[config.mk]
export PLATFORM = sky130hd
export DESIGN_NAME = pe_sequencer
export DESIGN_NICKNAME = d
export VERILOG_FILES = /design/src/rtl/pe_seq_pkg.sv /design/src/rtl/pe_seq_watchdog.sv /design/src/rtl/pe_sequencer.sv
export SDC_FILE = /design/constraint.sdc
export NUM_CORES = 1
export LEC_CHECK = 0
export BUFFER_PORTS_ARGS = -buffer_cell sky130_fd_sc_hd__buf_2
export CORE_MARGIN = 5
export CORE_UTILIZATION = 40
export CTS_BUF_LIST = sky130_fd_sc_hd__clkbuf_8 sky130_fd_sc_hd__clkbuf_16
export CTS_CLUSTER_SIZE = 12
export DETAILED_ROUTE_END_ITERATION = 8
export GPL_ROUTABILITY_DRIVEN = 0
export MAX_ROUTING_LAYER = met4
export PLACE_DENSITY_LB_ADDON = 0.2
export SLEW_MARGIN = 20
export SYNTH_ARGS = -nofsm -noshare
export SYNTH_HDL_FRONTEND = slang
export SYNTH_HIERARCHICAL = 1
export SYNTH_SLANG_ARGS = --single-unit
[constraint.sdc]
create_clock -name clk -period 1.8 [get_ports clk]
set_input_delay 0.18 -clock clk [delete_from_list [all_inputs] [get_ports clk]]
set_output_delay 0.18 -clock clk [all_outputs]
set_load 0.01 [all_outputs]
[src/rtl/pe_seq_pkg.sv]
// pe_seq_pkg -- shared definitions for the PE job sequencer.
//
// Contents:
//   state_e          : 3-bit encoding of the seven sequencer states
//   MODE_WIDTH       : width of the PE mode field
//   MODE_PSUM_IN_BIT : mode bit that makes the PE consume input Psum
package pe_seq_pkg;

    typedef enum logic [2:0] {
        ST_IDLE     = 3'd0,
        ST_LOAD     = 3'd1,
        ST_WAIT_RES = 3'd2,
        ST_START    = 3'd3,
        ST_RUN      = 3'd4,
        ST_NEXT     = 3'd5,
        ST_DONE     = 3'd6
    } state_e;

    localparam int unsigned MODE_WIDTH       = 2;
    localparam int unsigned MODE_PSUM_IN_BIT = 0;

endpackage

[src/rtl/pe_seq_watchdog.sv]
// pe_seq_watchdog -- RUN-state watchdog for pe_sequencer.
//
// Counts cycles while `run` is high and clears whenever `run` is low, so the
// count always starts from zero on entry to RUN. `expired` is high in the
// RUN cycle whose closing edge would bring the count to 2^TIMEOUT_WIDTH-1.
//
// Ports:
//   clk     : clock, rising edge
//   rst     : asynchronous active-low reset
//   run     : sequencer is in RUN
//   expired : time limit reached this cycle
module pe_seq_watchdog #(
    parameter int unsigned TIMEOUT_WIDTH = 12
) (
    input  logic clk,
    input  logic rst,
    input  logic run,
    output logic expired
);

    // All ones minus one: the last count value before the limit.
    localparam logic [TIMEOUT_WIDTH-1:0] CNT_LAST = {{(TIMEOUT_WIDTH-1){1'b1}}, 1'b0};

    logic [TIMEOUT_WIDTH-1:0] count_q;

    always_ff @(posedge clk or negedge rst) begin
        if (!rst) begin
            count_q <= '0;
        end else if (run) begin
            count_q <= count_q + TIMEOUT_WIDTH'(1);
        end else begin
            count_q <= '0;
        end
    end

    assign expired = run && (count_q == CNT_LAST);

endmodule

[src/rtl/pe_sequencer.sv]
// pe_sequencer -- job-level controller for one Processing_element and its
// IFMap, Filter, input-Psum and output-Psum circular buffers.
//
// A job descriptor is accepted on cfg_valid & cfg_ready. The PE configuration
// is latched and held, then one pe_start pulse is issued per output row once
// all operand buffers hold data and the output Psum buffer has room. PE done
// pulses are counted until cfg_rows rows are complete, then job_done pulses.
//
// Optional build macro: PE_SEQ_TIMEOUT_EN -- adds a RUN-state watchdog that
// aborts the job (err=1, job_done pulse) if pe_done never arrives.
//
// Ports:
//   clk, rst         : clock (rising edge), asynchronous active-low reset
//   cfg_valid/ready  : descriptor handshake (ready only while idle)
//   cfg_mode         : PE mode, bit0 = consume input Psum
//   cfg_stride       : PE stride
//   cfg_filter_size  : PE filter size
//   cfg_rows         : rows (Start/done pairs) in the job
//   ifmap_valid      : IFMap buffer non-empty
//   filter_valid     : Filter buffer non-empty
//   psum_in_valid    : input Psum buffer non-empty
//   psum_out_ready   : output Psum buffer not full
//   pe_ready         : PE idle
//   pe_done          : PE row-complete pulse (ignored outside RUN)
//   pe_start         : one-cycle Start to the PE
//   pe_mode/stride/filter_size : latched configuration to the PE
//   pe_wr_psum       : PE psum-accumulate enable
//   busy             : job in progress
//   rows_done        : rows completed in current or last job
//   job_done         : one-cycle pulse at job end
//   err              : sticky watchdog abort flag (0 without the macro)
module pe_sequencer
    import pe_seq_pkg::*;
#(
    parameter int unsigned STRIDE_WIDTH      = 2,
    parameter int unsigned FILTER_SIZE_WIDTH = 4,
    parameter int unsigned ROW_CNT_WIDTH     = 6,
    parameter int unsigned TIMEOUT_WIDTH     = 12
) (
    input  logic                         clk,
    input  logic                         rst,
    input  logic                         cfg_valid,
    output logic                         cfg_ready,
    input  logic [1:0]                   cfg_mode,
    input  logic [STRIDE_WIDTH-1:0]      cfg_stride,
    input  logic [FILTER_SIZE_WIDTH-1:0] cfg_filter_size,
    input  logic [ROW_CNT_WIDTH-1:0]     cfg_rows,
    input  logic                         ifmap_valid,
    input  logic                         filter_valid,
    input  logic                         psum_in_valid,
    input  logic                         psum_out_ready,
    input  logic                         pe_ready,
    input  logic                         pe_done,
    output logic                         pe_start,
    output logic [1:0]                   pe_mode,
    output logic [STRIDE_WIDTH-1:0]      pe_stride,
    output logic [FILTER_SIZE_WIDTH-1:0] pe_filter_size,
    output logic                         pe_wr_psum,
    output logic                         busy,
    output logic [ROW_CNT_WIDTH-1:0]     rows_done,
    output logic                         job_done,
    output logic                         err
);

    state_e                       state_q, state_d;
    logic [MODE_WIDTH-1:0]        mode_q;
    logic [STRIDE_WIDTH-1:0]      stride_q;
    logic [FILTER_SIZE_WIDTH-1:0] fsize_q;
    logic [ROW_CNT_WIDTH-1:0]     rows_q;
    logic [ROW_CNT_WIDTH-1:0]     rows_done_q;
    logic                         accept;
    logic                         operands_ok;
    logic                         timeout;

    assign accept = cfg_valid && (state_q == ST_IDLE);

    // Input Psum only matters when the mode asks the PE to consume it.
    assign operands_ok = pe_ready && ifmap_valid && filter_valid && psum_out_ready &&
                         (psum_in_valid || !mode_q[MODE_PSUM_IN_BIT]);

`ifdef PE_SEQ_TIMEOUT_EN
    logic wd_expired;
    logic err_q;

    pe_seq_watchdog #(
        .TIMEOUT_WIDTH(TIMEOUT_WIDTH)
    ) u_watchdog (
        .clk    (clk),
        .rst    (rst),
        .run    (state_q == ST_RUN),
        .expired(wd_expired)
    );

    // A done arriving on the final watchdog cycle still completes the row.
    assign timeout = wd_expired && !pe_done;

    always_ff @(posedge clk or negedge rst) begin
        if (!rst) begin
            err_q <= 1'b0;
        end else if (accept) begin
            err_q <= 1'b0;
        end else if (timeout) begin
            err_q <= 1'b1;
        end
    end

    assign err = err_q;
`else
    assign timeout = 1'b0;
    assign err     = 1'b0;
`endif

    // NOTE: every flop here uses an asynchronous active-low reset so outputs
    // drop to their idle values the moment rst falls, with no clock needed.
    // NOTE: sequential state is written only with non-blocking assignments so
    // every flop samples the pre-edge values of the others.
    always_ff @(posedge clk or negedge rst) begin
        if (!rst) begin
            state_q <= ST_IDLE;
        end else begin
            state_q <= state_d;
        end
    end

    // Descriptor registers change only on an accepted handshake, so the PE
    // configuration holds through the job and keeps its last value in IDLE.
    always_ff @(posedge clk or negedge rst) begin
        if (!rst) begin
            mode_q   <= '0;
            stride_q <= '0;
            fsize_q  <= '0;
            rows_q   <= '0;
        end else if (accept) begin
            mode_q   <= cfg_mode;
            stride_q <= cfg_stride;
            fsize_q  <= cfg_filter_size;
            rows_q   <= cfg_rows;
        end
    end

    always_ff @(posedge clk or negedge rst) begin
        if (!rst) begin
            rows_done_q <= '0;
        end else if (state_q == ST_LOAD) begin
            rows_done_q <= '0;
        end else if (state_q == ST_RUN && pe_done) begin
            rows_done_q <= rows_done_q + ROW_CNT_WIDTH'(1);
        end
    end

    // NOTE: every output of this block gets a default before the case so no
    // path through it can leave a signal unassigned and infer a latch.
    always_comb begin
        state_d    = state_q;
        cfg_ready  = 1'b0;
        busy       = 1'b1;
        pe_start   = 1'b0;
        pe_wr_psum = 1'b0;
        job_done   = 1'b0;

        unique case (state_q)
            ST_IDLE: begin
                cfg_ready = 1'b1;
                busy      = 1'b0;
                if (cfg_valid) begin
                    state_d = ST_LOAD;
                end
            end
            ST_LOAD: begin
                state_d = (rows_q == '0) ? ST_DONE : ST_WAIT_RES;
            end
            ST_WAIT_RES: begin
                if (operands_ok) begin
                    state_d = ST_START;
                end
            end
            ST_START: begin
                pe_start   = 1'b1;
                pe_wr_psum = mode_q[MODE_PSUM_IN_BIT];
                state_d    = ST_RUN;
            end
            ST_RUN: begin
                pe_wr_psum = mode_q[MODE_PSUM_IN_BIT];
                if (pe_done) begin
                    state_d = ST_NEXT;
                end else if (timeout) begin
                    state_d = ST_DONE;
                end
            end
            ST_NEXT: begin
                state_d = (rows_done_q == rows_q) ? ST_DONE : ST_WAIT_RES;
            end
            ST_DONE: begin
                job_done = 1'b1;
                state_d  = ST_IDLE;
            end
            default: begin
                state_d = ST_IDLE;
            end
        endcase
    end

    assign pe_mode        = mode_q;
    assign pe_stride      = stride_q;
    assign pe_filter_size = fsize_q;
    assign rows_done      = rows_done_q;

endmodule

Yosys cells after proc, flatten, opt, wreduce, memory -nomap -nowiden
Cells that the tools add are included.
Word-level totals
  logic and storage cells: 43
  bits of input ports: 23
  register bits after elaboration: 23
  output and inout port bits: 20
Cells by class
  eq/ne operators: 10
  muxes and demuxes: 13
  reductions and logical operators: 13
  add/subtract/negate cells: 1
Operators with widths (number)
  3-bit one-hot mux with 6 select lines: 1
  3-bit 2-to-1 mux: 5
  6-bit 2-to-1 mux: 2
  3-bit == test, second input constant: 3
  6-bit by 1-bit adder with 6-bit output, second input constant: 1
  3-bit by 2-bit == test with 1-bit output, second input constant: 2
  6-bit == test: 1
  1-bit logical AND: 6
  6-bit logical NOT: 1
  2-bit inequality test, second input constant: 3
  1-bit 2-to-1 mux: 5
  3-bit by 1-bit == test with 1-bit output, second input constant: 1
  3-bit logical NOT: 1
  3-bit AND reduction: 1
  2-bit nonzero test: 1
  2-bit OR reduction: 1
  1-bit logical NOT: 1
  1-bit logical OR: 1

Depth between registers and ports, before layout
  depth in word-level cells: 6
  gate-level depth with buffers: 5

Least setup slack after synthesis
No wires, ideal clock.
  path type: register -> register
  start: register state_q[0]
  end: register rows_done_q[5] (netlist: rows_done[5])
  required time: 1.722 ns
  arrival time: 1.429 ns
  path slack: 0.294 ns
  buffers on the path: 2
  stages on the path, launching flop included: 6
  clock period less this slack: 1.506 ns
  path through: dfrtp_1 buf_6 nand4bb_1 buf_2 or4_1 a21oi_1
Between the ends
  cells in the longest elaborated chain, start to end: 3
Ends and longest elaborated chain
  from (decl): RTL line pe_sequencer.sv:65  | state_e state_q, state_d;
  from (signal assigned): RTL line pe_sequencer.sv:121  | state_q <= state_d;
  3-bit == test: RTL line pe_sequencer.sv:146  | end else if (state_q == ST_RUN && pe_done) begin
  1-bit logical AND: RTL line pe_sequencer.sv:146
  2-bit nonzero test (no source line)
  to (signal assigned): RTL line pe_sequencer.sv:147  | rows_done_q <= rows_done_q + ROW_CNT_WIDTH'(1);
  to (decl): RTL line pe_sequencer.sv:70  | logic [ROW_CNT_WIDTH-1:0] rows_done_q;
Several ways; a longest one is shown, not always the timed one.
A chain may end at the register's enable or synchronous reset.

Worst setup path in the final report
  start: register state_q[1]
  end: output pe_wr_psum
Between the ends
  cells in the longest elaborated chain, start to end: 3
Ends and longest elaborated chain
  3-bit == test or 3-bit by 2-bit == test with 1-bit output (tied branches): RTL line pe_sequencer.sv:161  | unique case (state_q)
  2-bit OR reduction (no source line) *
  1-bit 2-to-1 mux *: RTL line pe_sequencer.sv:161
  to (decl): RTL line pe_sequencer.sv:58  | output logic pe_wr_psum,
Mark *: on every way between the ends. The rest lies on a longest branch, timed or not.

==> impl_metrics.py <==
metrics = {
    "worst_hold_path": {
        "min_path_cells": 2,
        "hp-start": "cfg_filter_size[1]",
        "whs_endpoint": "pe_filter_size[1]",
        "hold_class": "in2reg",
    },
    "timing": {
        "drv_slew": 0,
        "relSlewSlack_pct": 65.51,
        "setup_tns_ps": 0,
        "finalCriticalPeriod_ps": 1564,
        "clock.fmax_ghz": 0.6396,
        "hold_ws_ps": 145.2,
        "rsz0062_at_grt": "no",
        "fin_skew_ps": 1.604,
        "setup_viol": 0,
        "tightest_slew_ps": 517.3,
        "min_period_over_period_pct": 86.86,
        "finalHoldViolCount": 0,
    },
    "synthesis": {
        "async_reset_ff_share_pct": 100.0,
        "ys_types": 36,
        "avgSynthCellArea_sq_um": 11.62,
        "netlist_area_sq_um": 1127,
        "synth_top_family_by_area": "simple AND/OR/NAND/NOR gates",
        "ys.flop_type": "dfrtp_1",
        "yosys.area_share.simple_pct": 15.65,
        "synthCells": 97,
        "ys_seq_elements": 23,
        "synth_xor_area_share_pct": 5.438,
        "synth-edff-count": 0,
        "synth_fa_ha_area_share_pct": 1.110,
        "yosysWarnings": 6,
        "seq_area_frac_synth_pct": 51.05,
        "synth_compound_area_share_pct": 7.325,
        "syn_nets": 121,
        "synthMuxAreaShare_pct": 14.87,
        "synth_top_area_share_pct": 51.05,
        "synth.area.top_cells": "dfrtp_1 (51%), mux2_2 (14%), xnor2_1 (4.7%), a21oi_1 (2.2%), and3b_1 (1.6%)",
        "synth_common_cells": "dfrtp_1 (23), mux2_2 (14), xnor2_1 (6)",
        "synth.most_common_cell": "dfrtp_1",
        "yosys.area.top_type": "dfrtp_1",
    },
    "worst_setup_path": {
        "rrSetupSlack_ps": 270,
        "slowest_delay_ps": 380,
        "path_max_fanout": 11,
        "r2r_cells": 4,
        "arrival_ps": 1380,
        "crit_type": "reg2out",
        "timing.rr.start": "state_q[2]",
        "path_buf_inv": 2,
        "end_kind": "output port",
        "required_ps": 1620,
        "start_kind": "flop",
        "crit_chain": "buf_4 > and3b_1 > a21oi_1 > nor2b_1 > buf_2",
        "path_delay_family": "flip-flops",
        "cpMaxStageDelayCell": "dfrtp_1",
        "r2r_end": "pe_filter_size[3]",
    },
    "grt": {
        "grtUsageMet3_pct": 3.375,
        "grt_use_met2_pct": 21.41,
        "use_met1_pct": 17.25,
        "grt_overflow": 0,
        "busiest_layer": "met2",
        "grt_antenna_before_repair": 0,
        "grt.total_usage_pct": 13.80,
        "grt_pass1_vias": 938,
        "grt_pass1_wl_um": 4298,
        "grt_max_degree": 24,
    },
    "placed_design": {
        "dp_cells": 168,
        "dp.final_hpwl_um": 1851,
        "numPortBuffers": 41,
    },
    "clock_tree": {
        "clock_latency_ps": 260,
        "cts_root_buf": "clkbuf_8",
        "clk_path_buf_depth": 2,
        "numCtsBuffers": 3,
        "clock_sinks": 23,
        "clkTransAtPathRegs_ps": 80,
        "cts_setup_buffers": 0,
        "htreeDepth": 1,
        "cts_tree": "done",
    },
    "flow_run": {
        "maxCapViolations": 0,
    },
    "routing": {
        "wl_per_cell_um": 14.01,
        "via_count": 896,
        "antenna_left": 0,
        "drt_iter0_drc": 26,
        "via_per_inst": 5.179,
        "drc": 0,
        "first_pass_iters": 4,
        "routed_wl_um": 2424,
    },
    "finish": {
        "nFillCells": 254,
        "finalNetCount": 167,
        "area_delta_synth_final_pct": 26.64,
        "antennaDiodeCount": 0,
        "utilization_pct": 52.22,
        "drive_above_1_share_pct": 45.77,
        "layout.cells.non_filler": 173,
    },
    "floorplan": {
        "die_area_sq_um": 3980,
        "coreArea_sq_um": 2734,
        "chipHeight_um": 63.09,
        "ios": 43,
        "floorplan.initialDensity_pct": 41.24,
        "die_x_um": 63.09,
        "row_count": 19,
    },
    "pwr": {
        "ir_drop_mv": 0.8071,
        "power_density_nw_per_um2": 1463,
        "p_int_mw": 1.356,
        "p_leak_nw": 0.6865,
        "comb_power_share_pct": 42.0,
        "p_total_mw": 2.089,
        "pwr-share-seq_pct": 43.0,
        "clkPwrFrac_pct": 15.1,
        "power_switching_mw": 0.7332,
        "p_sw_share_pct": 35.10,
    },
    "run_status": {
        "status": "finished clean",
    },
}
power groups by stage:
| stage | Combinational, mW | Clock (mW) | Sequential (mW) |
|---|---|---|---|
| after global placement | 0.866 | 0 | 0.892 |
| after detailed placement | 0.885 | 0 | 0.902 |
| after CTS | 0.891 | 0.317 | 0.901 |
| final | 0.877 | 0.314 | 0.897 |
| after floorplan | 0.561 | 0 | 0.915 |
| after global routing | 0.978 | 0.354 | 0.931 |
kinds of logic after synthesis:
family,Yosys count
multiplexers,15
XOR/XNOR,7
other,1
adder cells (fa/ha/maj),1
AO/OA/AOI/OAI,13
flip-flops,23
AND/OR/NAND/NOR,28
buffers and inverters,9
layer usage:
metal / up-vias / share of wire [%]
met1: 426 / 43
met3: 2 / 7.5
met4: 0 / 0.70
li1: 437 / -
met2: 31 / 49
met5: - / 0
what timing repair did:
action,in CTS,in global routing
endpoints found under the hold margin,23,0
setup endpoints to repair,0,0
hold buffers,1,0
resized for setup,0,0
flip-flops by register name, summed over array words and instances, names as in the netlist:
signal,cells
state_q,3
rows_done,6
pe_filter_size,4
rows_q,6
pe_mode,2
pe_stride,2
worst max path at each step:
stage | start | endpoint | slack, ps | cells after the start
6_report | state_q[1] | pe_wr_psum | 240 | 5
5_1_grt | state_q[2] | pe_wr_psum | 60 | 4
4_1_cts | state_q[1] | pe_wr_psum | 220 | 5
3_5_place_dp | state_q[2] | pe_filter_size[3] | 280 | 4
3_3_place_gp | state_q[2] | pe_stride[1] | 330 | 4
2_1_floorplan | state_q[0] | rows_done[5] | 290 | 5
layout by cell type (no fill, tap or decap), types with 2 or more instances in the layout:
master,instances
buf_2,41
nor2_1,3
nor3_1,2
or3_1,2
and3b_1,2
buf_4,5
nand2_1,3
dfrtp_1,23
nand2b_1,2
xnor2_1,6
nand3_1,3
inv_1,4
mux2_2,14
a21oi_1,5
clkbuf_8,3
o21ai_0,3
nor4_1,2
layout make-up:
cell class	instances	area, sq um	share of cell area, %
clock buffers	3	41.29	2.892
clock inverters	1	3.754	0.2629
inverters	3	11.26	0.7888
multi-input cells	65	504.2	35.32
flip-flops and latches	23	575.6	40.32
well taps	31	38.79	2.717
repair buffers	47	252.7	17.70
through the flow:
stage	area, sq um	setup WS [ps]
6_report	1428	236.4
5_1_grt	1428	63.95
4_1_cts	1428	219.8
3_5_place_dp	1373	277.3
3_3_place_gp	1373	327.4
2_1_floorplan	1127	293.7
worst reg2reg max path, cell delays in order (launching register included):
cell,delay (ps)
dfrtp_1,480
nand2b_1,220
nor3_2,120
buf_4,240
mux2_2,360
Note: power is estimated with default switching activity, not from simulation.
